File: config.mk
export PLATFORM = sky130hd
export DESIGN_NAME = csr_file
export DESIGN_NICKNAME = d
export VERILOG_FILES = /design/src/rtl/csr_file.sv
export SDC_FILE = /design/constraint.sdc
export NUM_CORES = 1
export LEC_CHECK = 0
export ABC_AREA = 1
export BUFFER_PORTS_ARGS = -buffer_cell sky130_fd_sc_hd__buf_2
export CAP_MARGIN = 20
export CORE_UTILIZATION = 61
export DETAILED_ROUTE_END_ITERATION = 6
export PLACE_DENSITY = 0.95
export SLEW_MARGIN = 20
export SYNTH_ARGS = -nofsm -noshare
export SYNTH_HDL_FRONTEND = slang
export SYNTH_SLANG_ARGS = --single-unit
File: constraint.sdc
create_clock -name clk -period 4.1 [get_ports clk]
set_clock_uncertainty 0.2 [all_clocks]
set_input_delay 0.205 -clock clk [delete_from_list [all_inputs] [get_ports clk]]
set_output_delay 0.205 -clock clk [all_outputs]
set_load 0.01 [all_outputs]
File: src/rtl/csr_file.sv
// Machine-mode CSR file and interrupt trap unit: CSRRW/S/C access, mip synchronisers,
// trap entry/mret PC redirect. Define CSR_COUNTERS_EN to add 64-bit mcycle/minstret.
module csr_file #(
    parameter int unsigned     XLEN        = 32,
    parameter logic [XLEN-1:0] RESET_MTVEC = '0
) (
    input  logic            clk,
    input  logic            rst,
    input  logic            inst_valid,
    input  logic [XLEN-1:0] pc,
    input  logic [11:0]     csr_addr,
    input  logic [2:0]      funct3,
    input  logic [XLEN-1:0] wdata,
    input  logic            csr_rd,
    input  logic            csr_wr,
    input  logic            is_mret,
    input  logic            timer_intr,
    input  logic            ext_intr,
    output logic [XLEN-1:0] rdata,
    output logic [XLEN-1:0] epc,
    output logic            epc_taken
);

    localparam logic [11:0] A_MSTATUS  = 12'h300;
    localparam logic [11:0] A_MIE      = 12'h304;
    localparam logic [11:0] A_MTVEC    = 12'h305;
    localparam logic [11:0] A_MEPC     = 12'h341;
    localparam logic [11:0] A_MCAUSE   = 12'h342;
    localparam logic [11:0] A_MIP      = 12'h344;
`ifdef CSR_COUNTERS_EN
    localparam logic [11:0] A_MCYCLE   = 12'hB00;
    localparam logic [11:0] A_MCYCLEH  = 12'hB80;
    localparam logic [11:0] A_MINSTR   = 12'hB02;
    localparam logic [11:0] A_MINSTRH  = 12'hB82;
    localparam logic [2*XLEN-1:0] CNT_ONE = {{(2*XLEN-1){1'b0}}, 1'b1};
`endif

    logic            r_mstatus_mie;
    logic            r_mstatus_mpie;
    logic            r_mie_meie;
    logic            r_mie_mtie;
    logic [XLEN-1:0] r_mtvec;
    logic [XLEN-1:0] r_mepc;
    logic [XLEN-1:0] r_mcause;
    logic [1:0]      r_tsync;
    logic [1:0]      r_esync;
`ifdef CSR_COUNTERS_EN
    logic [2*XLEN-1:0] r_mcycle;
    logic [2*XLEN-1:0] r_minstret;
`endif

    logic            w_ext_pend;
    logic            w_tmr_pend;
    logic            w_trap;
    logic            w_mret;
    logic            w_wr;
    logic [3:0]      w_cause_code;
    logic [XLEN-1:0] w_cause;
    logic [XLEN-1:0] w_base;
    logic [XLEN-1:0] w_vec_off;
    logic [XLEN-1:0] w_old;
    logic [XLEN-1:0] w_new;
    logic            w_unused;

    assign w_unused = ^{funct3[2], pc[1:0]};

    // mip bits are the second synchroniser stage
    assign w_ext_pend   = r_esync[1] & r_mie_meie;
    assign w_tmr_pend   = r_tsync[1] & r_mie_mtie;
    assign w_trap       = r_mstatus_mie & (w_ext_pend | w_tmr_pend) & inst_valid & ~is_mret;
    assign w_mret       = is_mret & inst_valid;
    assign w_cause_code = w_ext_pend ? 4'd11 : 4'd7;
    assign w_cause      = {1'b1, {(XLEN-5){1'b0}}, w_cause_code};
    assign w_base       = {r_mtvec[XLEN-1:2], 2'b00};
    assign w_vec_off    = {{(XLEN-6){1'b0}}, w_cause_code, 2'b00};

    assign epc       = w_mret ? r_mepc
                     : ((r_mtvec[1:0] == 2'b01) ? (w_base + w_vec_off) : w_base);
    assign epc_taken = ~rst & (w_trap | w_mret);

    always_comb begin
        w_old = '0;
        case (csr_addr)
            A_MSTATUS: begin
                w_old[3] = r_mstatus_mie;
                w_old[7] = r_mstatus_mpie;
            end
            A_MIE: begin
                w_old[11] = r_mie_meie;
                w_old[7]  = r_mie_mtie;
            end
            A_MTVEC:  w_old = r_mtvec;
            A_MEPC:   w_old = r_mepc;
            A_MCAUSE: w_old = r_mcause;
            A_MIP: begin
                w_old[11] = r_esync[1];
                w_old[7]  = r_tsync[1];
            end
`ifdef CSR_COUNTERS_EN
            A_MCYCLE:  w_old = r_mcycle[XLEN-1:0];
            A_MCYCLEH: w_old = r_mcycle[2*XLEN-1:XLEN];
            A_MINSTR:  w_old = r_minstret[XLEN-1:0];
            A_MINSTRH: w_old = r_minstret[2*XLEN-1:XLEN];
`endif
            default:  w_old = '0;
        endcase
    end

    assign rdata = csr_rd ? w_old : '0;

    always_comb begin
        w_new = w_old;
        case (funct3[1:0])
            2'b01:   w_new = wdata;
            2'b10:   w_new = w_old | wdata;
            2'b11:   w_new = w_old & ~wdata;
            default: w_new = w_old;
        endcase
    end

    // A trapping instruction does not retire, so its CSR write is dropped
    assign w_wr = csr_wr & inst_valid & ~w_trap & (funct3[1:0] != 2'b00);

    always_ff @(posedge clk) begin
        if (rst) begin
            r_mstatus_mie  <= 1'b0;
            r_mstatus_mpie <= 1'b0;
            r_mie_meie     <= 1'b0;
            r_mie_mtie     <= 1'b0;
            r_mtvec        <= RESET_MTVEC;
            r_mepc         <= '0;
            r_mcause       <= '0;
            r_tsync        <= 2'b00;
            r_esync        <= 2'b00;
        end else begin
            r_tsync <= {r_tsync[0], timer_intr};
            r_esync <= {r_esync[0], ext_intr};
            if (w_trap) begin
                r_mepc         <= {pc[XLEN-1:2], 2'b00};
                r_mcause       <= w_cause;
                r_mstatus_mpie <= r_mstatus_mie;
                r_mstatus_mie  <= 1'b0;
            end else begin
                if (w_mret) begin
                    r_mstatus_mie  <= r_mstatus_mpie;
                    r_mstatus_mpie <= 1'b1;
                end else if (w_wr && csr_addr == A_MSTATUS) begin
                    r_mstatus_mie  <= w_new[3];
                    r_mstatus_mpie <= w_new[7];
                end
                if (w_wr) begin
                    case (csr_addr)
                        A_MIE: begin
                            r_mie_meie <= w_new[11];
                            r_mie_mtie <= w_new[7];
                        end
                        A_MTVEC:  r_mtvec  <= w_new;
                        A_MEPC:   r_mepc   <= {w_new[XLEN-1:2], 2'b00};
                        A_MCAUSE: r_mcause <= w_new;
                        default:  ;
                    endcase
                end
            end
        end
    end

`ifdef CSR_COUNTERS_EN
    // A software write to one half replaces that cycle's increment entirely
    always_ff @(posedge clk) begin
        if (rst) begin
            r_mcycle   <= '0;
            r_minstret <= '0;
        end else begin
            if (w_wr && csr_addr == A_MCYCLE)
                r_mcycle[XLEN-1:0] <= w_new;
            else if (w_wr && csr_addr == A_MCYCLEH)
                r_mcycle[2*XLEN-1:XLEN] <= w_new;
            else
                r_mcycle <= r_mcycle + CNT_ONE;

            if (w_wr && csr_addr == A_MINSTR)
                r_minstret[XLEN-1:0] <= w_new;
            else if (w_wr && csr_addr == A_MINSTRH)
                r_minstret[2*XLEN-1:XLEN] <= w_new;
            else if (inst_valid && !w_trap)
                r_minstret <= r_minstret + CNT_ONE;
        end
    end
`endif

endmodule

==> results.tsv <==
metric	value	unit
CP most frequent cell	sky130_fd_sc_hd__nand2_1	
TritonCTS Sinks	102	
peak fanout along the critical path	7	
setup slack, reg-to-reg	1.06	ns
PnR Total Power	2.02	mW
Pwr per Cell Area	231	nW/um^2
sequential share of the synthesized area	26.5	%
HP Class	input pin to flip-flop	
count of standard-cell rows	40	
largest stage delay on the critical path	0.39	ns
layout-stage area growth over the synthesis result	13.5	%
final worst-path cycle share	81.3	%
distinct cell type count after synthesis	40	
Tmin final	3.33	ns
Worst Path Class, Setup	flip-flop to output pin	
number of iterations in the first detailed-routing pass	6	
Boundary Pins	152	
# port buffers	146	
leading cell type in the layout, fill and taps excluded	sky130_fd_sc_hd__nand2_1	
Max Fclk	0.300	GHz
# resized after CTS	0	
synthesized area per cell	5.81	sq um
Setup crit end	epc[30]	
Peak VDD IR	0.222	mV
Clk Latency, worst-skew pair	0.36	ns
required time of the worst setup path	3.69	ns
clock tree from TritonCTS	yes	
filler cell count in the final layout	1044	
residual antenna-violating net count after detailed routing	0	
CP Buf/Inv Count	2	
setup_tns	0	ns
Pleak	4.37	nW
Synth Register Bits	102	
routed len/inst	16.0	microns
run status	complete, no violations	
total of max-cap violations	0	
htree depth	3	
Stages on worst setup path	12	
cell types occupying the most area after synthesis	sky130_fd_sc_hd__dfxtp_1, sky130_fd_sc_hd__nand2_1, sky130_fd_sc_hd__inv_1, sky130_fd_sc_hd__o21ai_0, sky130_fd_sc_hd__a21oi_1	
slowest cell on the critical path	sky130_fd_sc_hd__ha_1	
slew at the pin closest to its max-slew limit	1.18	ns
weighted congestion at the end of routability-driven global placement	0.959	
1st-iter DRT viols	1274	
GRT Total Usage	39.5	%
fraction of layout instances using a drive strength above 1	14.7	%
Final Hold Vio Count	0	
number of cells on the worst reg-to-reg path	12	
total routed wirelength	25700	microns
CTS root buf	sky130_fd_sc_hd__clkbuf_16	
most frequent cells in the layout	sky130_fd_sc_hd__nand2_1, sky130_fd_sc_hd__inv_1, sky130_fd_sc_hd__buf_2	
DR vias	9433	
grt ovf	0	
pin count of the biggest net entering global routing	69	
vias per cell	5.87	
crit path DAT	2.93	ns
final routed DRC violation total	0	
kind of cell adding the most delay to the critical path	simple AND/OR/NAND/NOR gates	
final HPWL from detailed placement	16900	microns
Worst Setup Start Kind	flip-flop	
worst path cell trace	nand2_1, inv_1, ha_1, nand2_1, o21ai_1, nand4_1, nor2_2, nand3_1, nand2_1, nand3_1, o21ai_0, buf_2	
summed instance area of the synthesized netlist	7700	sq um
number of nets in the layout	1524	
Core Footprint	12200	sq um
RSZ-0062 raised after global routing	false	
cell count after synthesis	1326	
number of clock buffers inserted by TritonCTS	9	
Worst R2R Start	r_mstatus_mie	
Critical Path Start	r_esync[1]	
max_slew headroom	21.4	%
starting density of the core	63.3	%
Yosys Warn Count	0	
buffer levels on the longest clock path	2	
die area	13100	sq um
initial antenna violation count	0	
CTS clk-pin slew, worst paths	0.07	ns
ANT cells	0	
fin. max-slew vios	0	
share of the synthesized area in the top cell type	26.5	%
Die Span Y	114	microns
terminus of the critical flop-to-flop path	r_mcause[31]	
final setup fails	0	
DIE WIDTH	114	microns
cell type contributing the most total cell area after synthesis	sky130_fd_sc_hd__dfxtp_1	
wire length of the first global-routing pass	40600	microns
crit path capture type	output pin	
number of global-route vias before repair	8426	
## state kept, by name (all words and copies together), names as in the netlist
| signal | flops |
|---|---|
| r_mcause | 32 |
| r_mtvec | 32 |
| r_mepc | 30 |
| r_esync | 2 |
| r_tsync | 2 |
| r_mie_meie | 1 |
| r_mie_mtie | 1 |
| r_mstatus_mie | 1 |
| r_mstatus_mpie | 1 |
## power by group
part,leakage [nW],internal [mW],switching [mW]
logic,3.42,0.0675,0.142
clock network,0.129,0.426,0.387
registers,0.822,0.993,0.00186
## what timing repair did
item,in CTS,in global routing
endpoints found under the setup margin,0,0
endpoints found under the hold margin,11,0
hold buffers,11,0
setup buffers,0,0
## cell usage after synthesis
cell type	number
sky130_fd_sc_hd__clkinv_1	1
sky130_fd_sc_hd__ha_1	3
sky130_fd_sc_hd__o21ai_0	135
sky130_fd_sc_hd__nor2_2	6
sky130_fd_sc_hd__buf_2	13
sky130_fd_sc_hd__o21ai_1	24
sky130_fd_sc_hd__nor3b_2	1
sky130_fd_sc_hd__nand4_1	12
sky130_fd_sc_hd__a22oi_1	1
sky130_fd_sc_hd__buf_6	10
sky130_fd_sc_hd__and2_1	1
sky130_fd_sc_hd__xor2_1	12
sky130_fd_sc_hd__clkbuf_2	2
sky130_fd_sc_hd__conb_1	1
sky130_fd_sc_hd__buf_4	10
sky130_fd_sc_hd__clkbuf_1	35
sky130_fd_sc_hd__buf_8	1
sky130_fd_sc_hd__o22ai_1	29
sky130_fd_sc_hd__dfxtp_1	102
sky130_fd_sc_hd__nand2_2	9
sky130_fd_sc_hd__nor4_2	1
sky130_fd_sc_hd__nor2_4	5
sky130_fd_sc_hd__inv_2	6
sky130_fd_sc_hd__nor3_4	1
sky130_fd_sc_hd__clkinv_4	1
sky130_fd_sc_hd__a21oi_1	126
sky130_fd_sc_hd__nor2_1	110
sky130_fd_sc_hd__o211ai_1	6
sky130_fd_sc_hd__nand2_1	312
sky130_fd_sc_hd__inv_1	203
sky130_fd_sc_hd__nand3_1	118
sky130_fd_sc_hd__nor3_1	11
sky130_fd_sc_hd__a31oi_1	3
sky130_fd_sc_hd__nor2_8	1
sky130_fd_sc_hd__nand2_4	3
sky130_fd_sc_hd__nand3_2	1
sky130_fd_sc_hd__buf_1	4
sky130_fd_sc_hd__nor3_2	1
sky130_fd_sc_hd__o21bai_1	4
sky130_fd_sc_hd__nor4_1	1
## layout make-up
type | count | area, sq um | share of cell area [%]
clock buffer | 12 | 246 | 2.82
clock inverter | 3 | 21.3 | 0.243
inverter | 211 | 797 | 9.12
multi-input combinational | 939 | 4460 | 51.0
sequential | 102 | 2040 | 23.4
tap | 168 | 210 | 2.41
timing repair buffer | 171 | 966 | 11.1
## worst min-delay path, delay by kind of cell
| family | cells | cell delay [ns] |
|---|---|---|
| and+or+nand+nor | 2 | 0.13 |
| buffers and inverters | 1 | 0.08 |
| AOI/OAI and AO/OA | 2 | 0.11 |
## per-stage QoR
stage               cells  util, %  hold slack, ns  setup slack (ns)  cell area (sq um)
detailed placement   1579     68.6           0.206              1.19               8350
finish               1606     71.9        0.000430             0.767               8740
CTS                  1605     71.7         0.00167             0.837               8720
global route         1606     71.9          0.0381             0.601               8740
floorplan            1327        -           0.112              1.86               7700
global placement     1579     68.6           0.189              1.20               8350
## worst min path at each step
stage | from | endpoint | slack (ns) | cells after the start
final | pc[6] | r_mepc[6] | 0.0004 | 5
after global routing | wdata[27] | r_mtvec[27] | 0.04 | 5
after CTS | wdata[26] | r_mtvec[26] | 0.002 | 5
after detailed placement | r_tsync[0] | r_tsync[1] | 0.21 | 2
after global placement | r_tsync[0] | r_tsync[1] | 0.19 | 2
after floorplan | ext_intr | r_esync[0] | 0.11 | 2
## metal layers
metal	vias to the layer above	track usage (%)	wire (microns)
li1	4469	-	-
met1	4151	51.7	9860
met2	720	62.8	11400
met3	93	7.94	3550
met4	0	18.0	934
met5	-	0	0
## cells by family after synthesis
group	synth area share, %
buffers and inverters	15.9
adder cells (fa/ha/maj)	0.487
other	0.0487
AND/OR/NAND/NOR	33.5
AO/OA/AOI/OAI	22.2
XOR/XNOR	1.36
flip-flops	26.5
No activity file was read; power rests on OpenSTA's default activity.
